--- src/rtl/lc3_rf_write_arbiter_if.sv ---
// lc3_rf_write_arbiter_if: requester/register-file bundle for the RF write-port arbiter
interface lc3_rf_write_arbiter_if #(
  parameter int DATA_W = 16
);
  logic              core_req;
  logic [2:0]        core_dr;
  logic [DATA_W-1:0] core_data;
  logic              core_gnt;
  logic              sp_req;
  logic [DATA_W-1:0] sp_data;
  logic              sp_gnt;
  logic              dbg_req;
  logic [2:0]        dbg_dr;
  logic [DATA_W-1:0] dbg_data;
  logic              dbg_gnt;
  logic              dbg_clr_start;
  logic              dbg_clr_busy;
  logic              dbg_clr_done;
  logic              rf_we;
  logic [2:0]        rf_wsel;
  logic [DATA_W-1:0] rf_wdata;
  modport master (
    output core_req, core_dr, core_data, sp_req, sp_data, dbg_req, dbg_dr, dbg_data, dbg_clr_start,
    input  core_gnt, sp_gnt, dbg_gnt, dbg_clr_busy, dbg_clr_done, rf_we, rf_wsel, rf_wdata
  );
  modport slave (
    input  core_req, core_dr, core_data, sp_req, sp_data, dbg_req, dbg_dr, dbg_data, dbg_clr_start,
    output core_gnt, sp_gnt, dbg_gnt, dbg_clr_busy, dbg_clr_done, rf_we, rf_wsel, rf_wdata
  );
endinterface

--- src/rtl/lc3_rf_write_arbiter.sv ---
// lc3_rf_write_arbiter: shares the RF write port between core, sp and dbg plus a debug clear walk; LC3_RFARB_STARVE_GUARD_EN adds a starvation guard
module lc3_rf_write_arbiter #(
  parameter int                DATA_W    = 16,
  parameter logic [DATA_W-1:0] CLR_VALUE = '0
`ifdef LC3_RFARB_STARVE_GUARD_EN
  , parameter int              STARVE_LIMIT = 4
`endif
) (
  input logic clk,
  input logic rst,
  lc3_rf_write_arbiter_if.slave bus
);
  typedef enum logic {IDLE, CLEAR} state_t;
  state_t     state;
  logic [2:0] cnt;
  logic       rr;
  logic       idle, last, sp_c, dbg_c, clr_step, core_gnt, sp_gnt, dbg_gnt;
  assign idle = !rst && state == IDLE;
`ifdef LC3_RFARB_STARVE_GUARD_EN
  localparam int CW = $clog2(STARVE_LIMIT + 1);
  logic [CW-1:0] sp_wait, dbg_wait, clr_wait;
  logic          sp_force, dbg_force, clr_force, any_force;
  assign sp_force  = bus.sp_req && sp_wait >= CW'(STARVE_LIMIT);
  assign dbg_force = bus.dbg_req && dbg_wait >= CW'(STARVE_LIMIT);
  assign clr_force = clr_wait >= CW'(STARVE_LIMIT);
  assign any_force = idle ? (sp_force || dbg_force) : clr_force;
  assign core_gnt  = !rst && bus.core_req && !any_force;
  assign sp_c      = any_force ? sp_force : bus.sp_req && !bus.core_req;
  assign dbg_c     = any_force ? dbg_force : bus.dbg_req && !bus.core_req;
  // Saturating wait counters: cleared on grant or when not requesting
  always_ff @(posedge clk)
    if (rst) begin
      sp_wait  <= '0;
      dbg_wait <= '0;
      clr_wait <= '0;
    end else begin
      sp_wait  <= (!bus.sp_req || sp_gnt) ? '0 : sp_wait + CW'(sp_wait < CW'(STARVE_LIMIT));
      dbg_wait <= (!bus.dbg_req || dbg_gnt) ? '0 : dbg_wait + CW'(dbg_wait < CW'(STARVE_LIMIT));
      clr_wait <= (state != CLEAR || clr_step) ? '0 : clr_wait + CW'(clr_wait < CW'(STARVE_LIMIT));
    end
`else
  assign core_gnt = !rst && bus.core_req;
  assign sp_c     = bus.sp_req && !bus.core_req;
  assign dbg_c    = bus.dbg_req && !bus.core_req;
`endif
  assign sp_gnt       = idle && sp_c && (!dbg_c || !rr);
  assign dbg_gnt      = idle && dbg_c && (!sp_c || rr);
  assign clr_step     = !rst && state == CLEAR && !core_gnt;
  assign last         = clr_step && &cnt;
  assign bus.core_gnt = core_gnt;
  assign bus.sp_gnt   = sp_gnt;
  assign bus.dbg_gnt  = dbg_gnt;
  // Register the winning write, advance the clear walk and the sp/dbg round-robin pointer
  always_ff @(posedge clk)
    if (rst) begin
      state            <= IDLE;
      cnt              <= '0;
      rr               <= 1'b0;
      bus.rf_we        <= 1'b0;
      bus.rf_wsel      <= '0;
      bus.rf_wdata     <= '0;
      bus.dbg_clr_busy <= 1'b0;
      bus.dbg_clr_done <= 1'b0;
    end else begin
      bus.rf_we        <= core_gnt || sp_gnt || dbg_gnt || clr_step;
      bus.rf_wsel      <= core_gnt ? bus.core_dr : sp_gnt ? 3'd6 : dbg_gnt ? bus.dbg_dr : clr_step ? cnt : bus.rf_wsel;
      bus.rf_wdata     <= core_gnt ? bus.core_data : sp_gnt ? bus.sp_data : dbg_gnt ? bus.dbg_data : clr_step ? CLR_VALUE : bus.rf_wdata;
      rr               <= sp_gnt ? 1'b1 : dbg_gnt ? 1'b0 : rr;
      state            <= idle ? (bus.dbg_clr_start ? CLEAR : IDLE) : (last ? IDLE : CLEAR);
      cnt              <= idle ? 3'd0 : cnt + 3'(clr_step);
      bus.dbg_clr_busy <= idle ? bus.dbg_clr_start : !last;
      bus.dbg_clr_done <= last;
    end
endmodule
--- src/flat_wrapper.sv ---
// flat-port wrapper written by rule: the top's interface ports become plain ports
module lc3_rf_write_arbiter_flat 
#(
  parameter int                DATA_W    = 16,
  parameter logic [DATA_W-1:0] CLR_VALUE = '0

)
  (clk, rst, bus_core_req, bus_core_dr, bus_core_data, bus_sp_req, bus_sp_data, bus_dbg_req, bus_dbg_dr, bus_dbg_data, bus_dbg_clr_start, bus_core_gnt, bus_sp_gnt, bus_dbg_gnt, bus_dbg_clr_busy, bus_dbg_clr_done, bus_rf_we, bus_rf_wsel, bus_rf_wdata);
  lc3_rf_write_arbiter_if #(.DATA_W(DATA_W)) bus_i ();
  input logic clk;
  input logic rst;
  input wire logic [$bits(bus_i.core_req)-1:0] bus_core_req;
  input wire logic [$bits(bus_i.core_dr)-1:0] bus_core_dr;
  input wire logic [$bits(bus_i.core_data)-1:0] bus_core_data;
  input wire logic [$bits(bus_i.sp_req)-1:0] bus_sp_req;
  input wire logic [$bits(bus_i.sp_data)-1:0] bus_sp_data;
  input wire logic [$bits(bus_i.dbg_req)-1:0] bus_dbg_req;
  input wire logic [$bits(bus_i.dbg_dr)-1:0] bus_dbg_dr;
  input wire logic [$bits(bus_i.dbg_data)-1:0] bus_dbg_data;
  input wire logic [$bits(bus_i.dbg_clr_start)-1:0] bus_dbg_clr_start;
  output wire logic [$bits(bus_i.core_gnt)-1:0] bus_core_gnt;
  output wire logic [$bits(bus_i.sp_gnt)-1:0] bus_sp_gnt;
  output wire logic [$bits(bus_i.dbg_gnt)-1:0] bus_dbg_gnt;
  output wire logic [$bits(bus_i.dbg_clr_busy)-1:0] bus_dbg_clr_busy;
  output wire logic [$bits(bus_i.dbg_clr_done)-1:0] bus_dbg_clr_done;
  output wire logic [$bits(bus_i.rf_we)-1:0] bus_rf_we;
  output wire logic [$bits(bus_i.rf_wsel)-1:0] bus_rf_wsel;
  output wire logic [$bits(bus_i.rf_wdata)-1:0] bus_rf_wdata;
  assign bus_i.core_req = bus_core_req;
  assign bus_i.core_dr = bus_core_dr;
  assign bus_i.core_data = bus_core_data;
  assign bus_i.sp_req = bus_sp_req;
  assign bus_i.sp_data = bus_sp_data;
  assign bus_i.dbg_req = bus_dbg_req;
  assign bus_i.dbg_dr = bus_dbg_dr;
  assign bus_i.dbg_data = bus_dbg_data;
  assign bus_i.dbg_clr_start = bus_dbg_clr_start;
  assign bus_core_gnt = bus_i.core_gnt;
  assign bus_sp_gnt = bus_i.sp_gnt;
  assign bus_dbg_gnt = bus_i.dbg_gnt;
  assign bus_dbg_clr_busy = bus_i.dbg_clr_busy;
  assign bus_dbg_clr_done = bus_i.dbg_clr_done;
  assign bus_rf_we = bus_i.rf_we;
  assign bus_rf_wsel = bus_i.rf_wsel;
  assign bus_rf_wdata = bus_i.rf_wdata;
  lc3_rf_write_arbiter #(.DATA_W(DATA_W), .CLR_VALUE(CLR_VALUE)) u_core (.clk(clk), .rst(rst), .bus(bus_i));
endmodule
--- config.mk ---
export PLATFORM = sky130hd
export DESIGN_NAME = lc3_rf_write_arbiter_flat
export DESIGN_NICKNAME = d
export VERILOG_FILES = /design/src/rtl/lc3_rf_write_arbiter_if.sv /design/src/rtl/lc3_rf_write_arbiter.sv /design/src/flat_wrapper.sv
export SDC_FILE = /design/constraint.sdc
export NUM_CORES = 1
export LEC_CHECK = 0
export CELL_PAD_IN_SITES_DETAIL_PLACEMENT = 0
export CELL_PAD_IN_SITES_GLOBAL_PLACEMENT = 1
export CORE_MARGIN = 3
export CORE_UTILIZATION = 27
export DETAILED_ROUTE_END_ITERATION = 10
export PLACE_DENSITY_LB_ADDON = 0.12
export SLEW_MARGIN = 5
export SYNTH_ARGS = -nofsm -noshare
export SYNTH_HDL_FRONTEND = slang
export SYNTH_SLANG_ARGS = --single-unit
--- constraint.sdc ---
create_clock -name clk -period 1.7 [get_ports clk]
set_input_delay 0.34 -clock clk [delete_from_list [all_inputs] [get_ports clk]]
set_output_delay 0.34 -clock clk [all_outputs]
set_load 0.01 [all_outputs]
==> results list, run 1 <==
- Run status: finished, final reports clean
- Setup repair after global routing left no endpoint under its margin.
* Number of synthesized register bits: 26
- Std cell rows: 26
* Total wire length: between 4000 and 5000 um
- Vias post-DR: 1510
* Effective utilization at floorplan: roughly 28%
* CTS buffer count: 3
- Tightest Hold Check Type: register to register
- Family with the most delay on the worst path: buffers and inverters
* Max-slew violation count: 0
- The number of antenna violations at the first check in global routing is 0.
- At the end of routability-driven placement, the weighted congestion stood at roughly 0.76.
* Yosys warnings: 0
- The region available for standard cell placement spans just over 0.005 mm^2.
- Number of top-level pins: 85
* Net Count, Synth: 207
* Maximum resistive drop on vdd: approximately 0.00054 V
- Headroom to the max-slew limit came out at slightly below 80%.
* Avg Synthesized Cell Area: approximately 10 um^2
- Portion of the post-synthesis area used by sequential elements: 35.7%
- Category of the worst setup path capture point: output pin
- Total cell area at the placement stage: 0.00240 mm^2
- At the end of the flow the core is filled with cells to between 40% and 50%.
- CTS built an H-tree with a depth of 1.
* Slew at the pin with the worst max-slew slack: ~330 ps
* Layout net count: roughly 300
* GR Util All Layers: 15.3%
- Peak clock frequency supported by timing: about 0.61 GHz
* Min setup slack post-route: between 70 and 80 ps
- In the routed design, unresolved DRC markers number 0.
- Clock tree synthesis found a total of 26 sinks.
- During placement, the flow inserted port buffers numbering 84.
* Combinational share of power: 30.3%
- The design draws between 1 and 1.5 mW.
- After synthesis, the netlist uses 36 different library cells.
- Net switching is a little over a quarter of the power.
- Die extent in x: 79.5 um
- Biggest cell delay along the critical path: just under 600 ps
* Setup slack after placement: -473 ps
- The largest individual stage delay along the critical path comes from the cell clkdlybuf4s50_1.
- TritonCTS built the clock tree.
* Req. time, crit path: between 1000 and 1500 ps
* Cell-internal power: ~1.1 mW
- Per report_power, the sequential group accounts for a little under half of the total.
* Final setup viols: 0
* Pre-Repair DR Iteration Count: 4
* Reported net switching power: about 0.4 mW
- From synthesis to final layout, the design area changed by 70.4%.
* Power density over the cells: between 500 and 600 mW/mm^2
- The critical path is of the register to output pin type.
* Insertion delay to the later sink of the worst-skew pair: ~270 ps
- Critical Path, Cell by Cell: clkdlybuf4s50_1
* Final Hold Vio Count: 0
- The tool flagged a number of max-cap violations equal to 0.
* Congestion Overflow GR: 0
- Number of antenna-violating nets in the routed design: 0
- Clock period minus worst slack: 1630 ps
* Final clock skew: ~5.5 ps
- Global-route wire length before repair: roughly 7700 um
- Post-Synthesis Cells: ~150
- Leakage power of the design: 0.943 nW
- In the routed layout, each cell is associated on average with a via count of 4.95.
- Cells with a size suffix above 1 make up a little over a fifth of the layout.
- The number of global-route vias before repair is around 1500.
- Clock Tree Root: clkbuf_8
- Drt initial violations: 43
- Final non-filler cell area: 0.00249 mm^2
- Data arrives at the worst endpoint at approximately 1300 ps.
* Area of the mapped netlist: between 0.001 and 0.0015 mm^2
* Detailed Place HPWL: around 3800 um
- The number of antenna diodes in the final layout is 0.
- Largest buffer count on any clock path: 2
- The floorplan step defined a die boundary enclosing 0.00632 mm^2.
- Maximum number of pins on one net before global-route repair: 21
* CP max FO: 6
- Counting both buffers and inverters, the worst setup path holds a total of 1.
- Average wire length per cell after detail routing: approximately 16 um
- Crit start category: register
* Period Utilization, post-route: between 90% and 100%
- Die extent in y: between 70 and 80 um
- Of the total power, the clock network draws between 20% and 30%.
- Clock transition at the registers of the reported paths: approximately 90 ps
[Yosys cell counts]
| library cell | number | area, um^2 |
|---|---|---|
| and4_1 | 1 | 8.76 |
| o32ai_1 | 1 | 8.76 |
| clkbuf_1 | 3 | 11.3 |
| a311oi_1 | 1 | 8.76 |
| buf_4 | 1 | 7.51 |
| buf_6 | 4 | 45.0 |
| nor2b_1 | 5 | 31.3 |
| a211oi_1 | 1 | 7.51 |
| or2b_1 | 1 | 7.51 |
| nand2b_1 | 1 | 6.26 |
| a2111oi_2 | 10 | 150 |
| buf_2 | 4 | 20.0 |
| or3_1 | 1 | 6.26 |
| and3_1 | 2 | 12.5 |
| mux2i_1 | 2 | 20.0 |
| o31ai_1 | 1 | 7.51 |
| nor2_4 | 1 | 11.3 |
| nand3b_1 | 2 | 15.0 |
| a21oi_1 | 2 | 10.0 |
| nor3_2 | 1 | 10.0 |
| nor2_1 | 9 | 33.8 |
| inv_1 | 16 | 60.1 |
| nand2_8 | 1 | 20.0 |
| a221oi_2 | 8 | 120 |
| nand2_1 | 2 | 7.51 |
| a22oi_1 | 1 | 7.51 |
| buf_12 | 1 | 20.0 |
| a221oi_1 | 7 | 61.3 |
| buf_8 | 1 | 15.0 |
| a2111oi_1 | 5 | 50.1 |
| dfxtp_1 | 26 | 521 |
| ha_1 | 2 | 25.0 |
| nor3_1 | 18 | 90.1 |
| xnor2_1 | 1 | 8.76 |
| nor3b_1 | 1 | 7.51 |
| a31oi_1 | 1 | 6.26 |
[stage by stage]
| step | hold slack, ps | std cells | setup TNS [ps] |
|---|---|---|---|
| 2_1_floorplan | 420 | 145 | 0 |
| 3_3_place_gp | 473 | 301 | -8120 |
| 3_5_place_dp | 482 | 301 | -9550 |
| 4_1_cts | 498 | 305 | 0 |
| 5_1_grt | 514 | 305 | 0 |
| 6_report | 500 | 305 | 0 |
[routing by layer]
metal  wire [um]  up-vias  part of all wire (%)  track usage, %
li1            -      731                     -               -
met1        2100      730                    42            19.1
met2        2520       47                    51            27.1
met3         296        2                   6.0            3.84
met4          27        0                  0.55            2.06
met5           0        -                     0               0
[power by group through the flow]
stage | clock network, mW | registers (mW) | logic (mW)
floorplan | 0 | 0.703 | 0.153
global placement | 0 | 0.684 | 0.435
detailed placement | 0 | 0.687 | 0.442
CTS | 0.365 | 0.672 | 0.453
global route | 0.389 | 0.676 | 0.479
finish | 0.356 | 0.672 | 0.448
[registers in the layout, indices dropped and copies added (netlist names)]
name,count
u_core.bus.rf_wdata,16
u_core.bus.rf_wsel,3
u_core.cnt,3
u_core.bus.dbg_clr_busy,1
u_core.bus.dbg_clr_done,1
u_core.bus.rf_we,1
u_core.rr,1
[layout make-up]
cell class,count,area (um^2)
clock buffer,3,41.3
fill,483,2690
inverter,16,60.1
multi-input combinational,89,777
sequential,26,520
tap,70,87.6
timing repair buffer,101,1000
[path summary, 6_finish.rpt]
check	from	end	slack (ps)	depth (start not counted)
max	u_core.bus.dbg_clr_busy	bus_dbg_clr_busy	70	1
min	u_core.bus.rf_wdata[13]	u_core.bus.rf_wdata[13]	500	2
max reg2reg	u_core.bus.dbg_clr_busy	u_core.bus.rf_wdata[7]	150	6
min reg2reg	u_core.bus.rf_wdata[13]	u_core.bus.rf_wdata[13]	500	2
[placed cells by master (no fill, tap or decap), drive strengths merged]
master,netlist,layout
clkdlybuf4s50,0,77
dfxtp,26,26
nor3,19,19
buf,11,18
inv,16,16
a2111oi,15,15
a221oi,15,15
nor2,10,10
nor2b,5,5
clkbuf,3,3
dlygate4sd2,0,3
clkdlybuf4s15,0,3
nand2,3,3
and3,2,2
a21oi,2,2
mux2i,2,2
nand3b,2,2
ha,2,2
nand2b,1,1
or2b,1,1
a31oi,1,1
a22oi,1,1
or3,1,1
and4,1,1
xnor2,1,1
a211oi,1,1
a311oi,1,1
nor3b,1,1
o32ai,1,1
o31ai,1,1
[kinds of logic after synthesis]
family / synth area share, %
XOR/XNOR: 0.600
AND/OR/NAND/NOR: 18.4
flip-flops: 35.7
multiplexers: 1.37
adder cells (fa/ha/maj): 1.71
AO/OA/AOI/OAI: 30.0
buffers and inverters: 12.3
[timing repair]
action	in CTS	in global routing
buffers inserted	1	0
hold buffers	0	0
gates resized for setup	19	0
setup endpoints to repair	21	11
pin swaps	3	4
gates cloned	0	0
Power figures use the tool's default switching activity.
==> run 2, diff against run 1 <==
--- a/config.mk
+++ b/config.mk
@@ -8,7 +8,8 @@
 export CELL_PAD_IN_SITES_DETAIL_PLACEMENT = 0
 export CELL_PAD_IN_SITES_GLOBAL_PLACEMENT = 1
 export CORE_MARGIN = 3
-export CORE_UTILIZATION = 27
+export CORE_UTILIZATION = 28
+export CTS_BUF_LIST = sky130_fd_sc_hd__clkbuf_2 sky130_fd_sc_hd__clkbuf_4 sky130_fd_sc_hd__clkbuf_8
 export DETAILED_ROUTE_END_ITERATION = 10
 export PLACE_DENSITY_LB_ADDON = 0.12
 export SLEW_MARGIN = 5
==> results list, run 2 (synthesized netlist as in run 1, its figures left out) <==
* Run status: finished, final reports clean
- Setup total negative slack on the finished layout was measured at 0 ps.
- On the final layout, the worst hold slack is about 510 ps.
* End of the worst hold path: u_core.bus.rf_wdata[13]
* Routed met3 length: around 310 um
- For the final database, setup skew stands at between 6 and 7 ps.
- Number of top-level pins: 85
- Cell-internal power: about 1.1 mW
- The cell family contributing the most delay on the critical path is buffers and inverters.
- At the end of routability-driven placement, the weighted congestion stood at around 0.77.
* Setup repair after global routing missed its margin: false
- Across the VDD grid, the largest voltage drop is 0.000277 V.
- The clock drives 26 sinks.
- In this run the most critical hold path is launched from u_core.bus.rf_wdata[13].
* Via count of the first global-routing pass: between 1500 and 2000
- Area added between synthesis and finish: 68.9%
- At the end of the flow, the number of nets in the layout was roughly 300.
- Kind of critical path: input port to register
- The worst path in the final design needs a cycle of 1570 ps, including I/O delays and setup.
- Buffers inserted to repair hold after CTS numbered 0.
- Hold-critical path depth: 2
* Top library cells by usage in the layout, fill and taps aside: clkdlybuf4s50_1, dfxtp_1, nor3_1, inv_1
- The first global-routing pass estimated roughly 7800 um of wire.
* Area of the die: just over 0.006 mm^2
- In the routed layout, each cell is associated on average with a via count of slightly below 5.
- Clock Tree Root: clkbuf_8
- Largest buffer count on any clock path: 2
- Period Utilization, post-route: between 90 and 100%
- Across all register-to-register paths, the minimum setup slack is 140 ps.
* Number of antenna-violating nets in the routed design: 0
* RR Startpoint: u_core.bus.dbg_clr_busy
* Worst-path cell with the longest stage delay: a2111oi_2
- Combinational share of power: a little under a third
- Met2 wire length: 2310 um
- The highest layer touched by signal routing is met4.
- In this run the cell area measured after placement is ~0.0024 mm^2.
* CP max FO: 21
- Area of the core region: ~0.0049 mm^2
- Min setup slack post-route: around 130 ps
- Worst reg2reg path depth: 5
- Registers with the highest flip-flop counts: u_core.bus.rf_wdata: 16 flops, u_core.bus.rf_wsel: 3 flops, u_core.cnt: 3 flops
- Fraction of layout instances using a drive strength above 1: between 20 and 25%
- Die extent in x: about 80 um
- The register with the most flip-flops in the final layout is u_core.bus.rf_wdata.
- Crit start category: input port
- Insertion delay to the later sink of the worst-skew pair: ~270 ps
- Setup violations remaining at the end of the flow were counted as 0.
* Std cell rows: 25
- Dividing total power by cell area gives a power density of between 500 and 600 mW/mm^2.
- Number of max-cap violations: 0
- Critical Path, Cell by Cell: dlygate4sd2_1 -> nor3_2 -> and3_4 -> buf_8 -> mux2i_1 -> a2111oi_2
- In this design, the stage delay of the slowest critical-path cell is about 360 ps.
* # port buffers: 84
- GR Util All Layers: between 10% and 20%
- Data arrival time of the critical path: 1730 ps
- Final Non-Filler Cells: 300
- Headroom to the max-slew limit came out at between 70% and 80%.
* Number of cells in the design after placement: 296
- The design draws around 1.5 mW.
- Peak clock frequency supported by timing: ~0.64 GHz
* Drt initial violations: 67
- Reported net switching power: approximately 0.39 mW
- Final core utilization: 50.5%
* Congestion Overflow GR: 0
- Max reg flops: 16
* Vias post-DR: 1460
- In this run, CTS created clock tree buffers numbering 3.
- The clock network is responsible for 23.9% of the overall power.
- The library cell used most frequently in the layout, excluding fill and tap cells, is clkdlybuf4s50_1.
* Clock transition at the registers of the reported paths: approximately 90 ps
- The critical path contains buffers and inverters numbering 2 combined.
* Setup slack after placement: -466 ps
- Detailed-route DRC error count: 0
- H-tree depth: 1
* Final antenna diode count: 0
* Maximum number of pins on one net before global-route repair: 24
- Net switching is about a quarter of the power.
* Effective utilization at floorplan: around 30%
- Total wire length: between 4000 and 5000 um
- STA classifies the critical path endpoint as a register.
- The final max-slew violation count came to 0.
* Detailed Place HPWL: between 3000 and 4000 um
- At the pin with the least slew margin, the transition time is 369 ps.
- Post-CTS setup-driven buffer insertion count: 0
- Once layout is done, the placed cells without fillers occupy approximately 0.0025 mm^2.
- Final Hold Vio Count: 0
- In this run the static leakage power is between 0.9 and 1 nW.
- Before antenna repair, the detailed router went through 4 iterations.
- Sequential cells burn around 46% of the power.
- Tightest Hold Check Type: register to register
* Met1 Routed Length: about 2200 um
- CTS tree: built
- The worst register-to-register path ends at u_core.bus.rf_wsel[2].
- Req. time, crit path: ~1900 ps
- Average wire length per cell after detail routing: around 16 um
- Antenna violations before repair: 0
- Die extent in y: 78.2 um
## run 2: worst max-delay path by stage
| stage | startpoint | end | cells past startpoint |
|---|---|---|---|
| after floorplan | u_core.bus.dbg_clr_busy | u_core.bus.rf_wsel[2] | 6 |
| after global placement | rst | bus_core_gnt | 4 |
| after detailed placement | rst | u_core.bus.rf_wdata[2] | 6 |
| after CTS | bus_sp_req | bus_dbg_gnt | 4 |
| after global routing | rst | u_core.bus.rf_wsel[2] | 6 |
| final | rst | u_core.bus.rf_wsel[2] | 6 |
## run 2: routing by layer
metal,vias up,GRT usage [%]
li1,725,-
met1,668,20.1
met2,63,27.5
met3,4,3.78
met4,0,3.67
met5,-,0
## run 2: repair_timing
item                                    in CTS  in global routing
hold endpoints to repair                     0                  0
pin swaps                                    3                  4
gates resized for setup                     20                  8
gates cloned                                 0                  1
endpoints found under the setup margin      20                  8
## run 2: worst register-to-register path: cells and delay by family, from the launching register on
family / cells / cell delay, ps
buf+inv: 1 / 190
flops: 1 / 350
simple gates: 2 / 420
compound gates: 1 / 360
mux: 1 / 120
## run 2: area by class of cell
| class | instances | area (um^2) |
|---|---|---|
| Multi-Input combinational cell | 90 | 798 |
| Sequential cell | 26 | 522 |
| Clock buffer | 3 | 41.3 |
| Fill cell | 477 | 2420 |
| Timing Repair Buffer | 98 | 958 |
| Inverter | 16 | 60.1 |
| Tap cell | 67 | 83.8 |
## run 2: power by group through the flow
stage                     Sequential, mW  Clock, mW  Combinational [mW]
final                              0.673      0.351               0.443
after global routing               0.677      0.393               0.478
after CTS                          0.672      0.371               0.443
after detailed placement           0.686          0               0.437
after global placement             0.685          0               0.430
after floorplan                    0.703          0               0.153
==> run 3, diff against run 2 <==
--- a/config.mk
+++ b/config.mk
@@ -7,6 +7,7 @@
 export LEC_CHECK = 0
 export CELL_PAD_IN_SITES_DETAIL_PLACEMENT = 0
 export CELL_PAD_IN_SITES_GLOBAL_PLACEMENT = 1
+export CORE_ASPECT_RATIO = 0.7
 export CORE_MARGIN = 3
 export CORE_UTILIZATION = 28
 export CTS_BUF_LIST = sky130_fd_sc_hd__clkbuf_2 sky130_fd_sc_hd__clkbuf_4 sky130_fd_sc_hd__clkbuf_8
@@ -16,3 +17,4 @@
 export SYNTH_ARGS = -nofsm -noshare
 export SYNTH_HDL_FRONTEND = slang
 export SYNTH_SLANG_ARGS = --single-unit
+export TNS_END_PERCENT = 100
==> results list, run 3 (synthesized netlist as in run 1, its figures left out) <==
* Run status: finished, final reports clean
- Measured along the x axis, the die boundary spans just over 90 um.
- At the worst endpoint, the arrival time is between 1000 and 1500 ps.
* Maximum resistive drop on vdd: between 0.0003 and 0.0004 V
- Number of top-level pins: 85
- Max-slew violation count: 0
* Maximum number of pins on one net before global-route repair: 22
* Antenna violations before repair: 0
- Detailed Place HPWL: between 3000 and 4000 um
- The largest single stage delay on the critical path is approximately 520 ps.
- The clock passes through at most 2 buffers.
- Adding up every negative setup slack in the final design gives 0 ps.
* Most frequent standard cell in the layout excluding fill and tap cells: clkdlybuf4s50_1
- At the later pin of the worst-skew pair, clock insertion delay measures 280 ps.
* Worst-path cell with the longest stage delay: clkdlybuf4s50_1
- Power density over the cells: just over 600 mW/mm^2
- Average wire length per cell after detail routing: ~16 um
- Summing all placed instances gives a cell area of between 0.002 and 0.0025 mm^2.
* Total wire length: approximately 4900 um
- The setup path with the least slack is of type register to output pin.
* Worst reg-to-reg setup slack: around 130 ps
- The hold violation count in the final report was 0.
* Global-route wire length before repair: roughly 7800 um
- Via count of the first global-routing pass: between 1500 and 2000
- After detailed routing, the number of remaining DRC violations is 0.
* Peak clock frequency supported by timing: 0.606 GHz
- Category of the worst setup path capture point: output pin
- After the first detailed-routing iteration, the DRC count stood at 23.
- Counting both buffers and inverters, the worst setup path holds a total of 2.
* Slew Limit Headroom: 77.1%
* Routed via count divided by cell count: 4.91
* Number of max-cap violations: 0
* Fraction of layout instances using a drive strength above 1: 22.5%
- In this run the worst hold path is classified as register to register.
* Number of antenna-violating nets in the routed design: 0
- FILL cells: 459
* Crit start category: register
- Pre-Repair DR Iteration Count: 6
- In this run the worst path has a maximum fanout of 5.
- Leakage power of the design: about 0.97 nW
* Slew at the pin with the worst max-slew slack: roughly 340 ps
* Congestion Overflow GR: 0
- Top library cells by usage in the layout, fill and taps aside: clkdlybuf4s50_1, dfxtp_1, nor3_1, inv_1, buf_4
- Port buffering added 84 buffers.
* CTS buffer count: 3
- TritonCTS built the clock tree.
* Period Utilization, post-route: roughly 100%
* Top register by number of flip-flops: u_core.bus.rf_wdata
- Routability-driven placement finished with a final weighted congestion of between 0.7 and 0.8.
- Clock period minus worst slack: 1650 ps
- CTS placed an instance of clkbuf_8 at the clock tree root.
- Once layout is done, the placed cells without fillers occupy approximately 0.0025 mm^2.
- The cell family contributing the most delay on the critical path is buffers and inverters.
- GR Util All Layers: between 15 and 20%
* Setup repair after global routing missed its margin: false
* Layout net count: 299
- The largest registers in the layout are u_core.bus.rf_wdata: 16 flops, u_core.bus.rf_wsel: 3 flops, u_core.cnt: 3 flops.
* Area added between synthesis and finish: 72.2%
- Final antenna diode count: 0
- Final clock skew: about 7.0 ps
* Critical Path, Cell by Cell: buf_4 -> clkdlybuf4s50_1
- Vias post-DR: 1499
* Max reg flops: 16
- Total chip power: approximately 1.5 mW
- Clock transition at the registers of the reported paths: 100 ps
* H-tree depth: 1
* Final setup viols: 0
- The initial utilization of the core area, before any placement, comes to between 20 and 30%.
- Req. time, crit path: 1360 ps
- Area of the die: roughly 0.0061 mm^2
* Die extent in y: about 66 um
- Number of hold buffers added after CTS: 0
* TritonCTS Sinks: 26
- The region available for standard cell placement spans just under 0.005 mm^2.
* Std cell rows: 21
run 3: power breakdown:
part	total [mW]	internal [mW]	switching [mW]	leakage, nW
registers	0.673	0.650	0.0230	0.216
logic	0.449	0.274	0.175	0.723
clock network	0.420	0.208	0.212	0.0288
run 3: tightest hold or removal path: cells and delay by family, from the launching register on:
| family | cells | cell delay (ps) |
|---|---|---|
| flops | 1 | 330 |
| compound gates | 1 | 70 |
| simple gates | 1 | 80 |
run 3: final timing paths:
check,start,end,cells past startpoint
worst max-delay path,u_core.bus.dbg_clr_busy,bus_dbg_clr_busy,2
worst max register to register,u_core.bus.dbg_clr_busy,u_core.bus.rf_wdata[5],6
worst min-delay path,u_core.bus.rf_wdata[13],u_core.bus.rf_wdata[13],2
worst min register to register,u_core.bus.rf_wdata[13],u_core.bus.rf_wdata[13],2
run 3: layout make-up:
| class | count | area (um^2) | area share [%] |
|---|---|---|---|
| Timing Repair Buffer | 101 | 998 | 39.7 |
| Inverter | 16 | 60.1 | 2.39 |
| Tap cell | 69 | 86.3 | 3.44 |
| Sequential cell | 26 | 522 | 20.8 |
| Clock buffer | 4 | 55.1 | 2.19 |
| Multi-Input combinational cell | 89 | 791 | 31.5 |
run 3: what timing repair did:
item / in CTS / in global routing
pin swaps: 4 / 3
hold endpoints to repair: 0 / 0
setup endpoints to repair: 21 / 12
setup buffers: 0 / 0
gates resized for setup: 16 / 7
run 3: stage by stage:
| step | utilization, % | hold slack (ps) | std cells | setup slack [ps] |
|---|---|---|---|---|
| after floorplan | - | 420 | 145 | 202 |
| after global placement | 48.9 | 471 | 301 | -390 |
| after detailed placement | 48.9 | 500 | 301 | -441 |
| after CTS | 50.5 | 514 | 305 | 31.1 |
| after global routing | 51.1 | 529 | 305 | 0.823 |
| final | 51.1 | 513 | 305 | 48.6 |
run 3: routing by layer:
metal	global-route usage [%]	up-vias	part of all wire, %
met5	0	-	0
li1	-	730	-
met4	7.59	0	1.5
met1	18.8	708	44
met3	5.57	6	7.6
met2	28.2	55	47
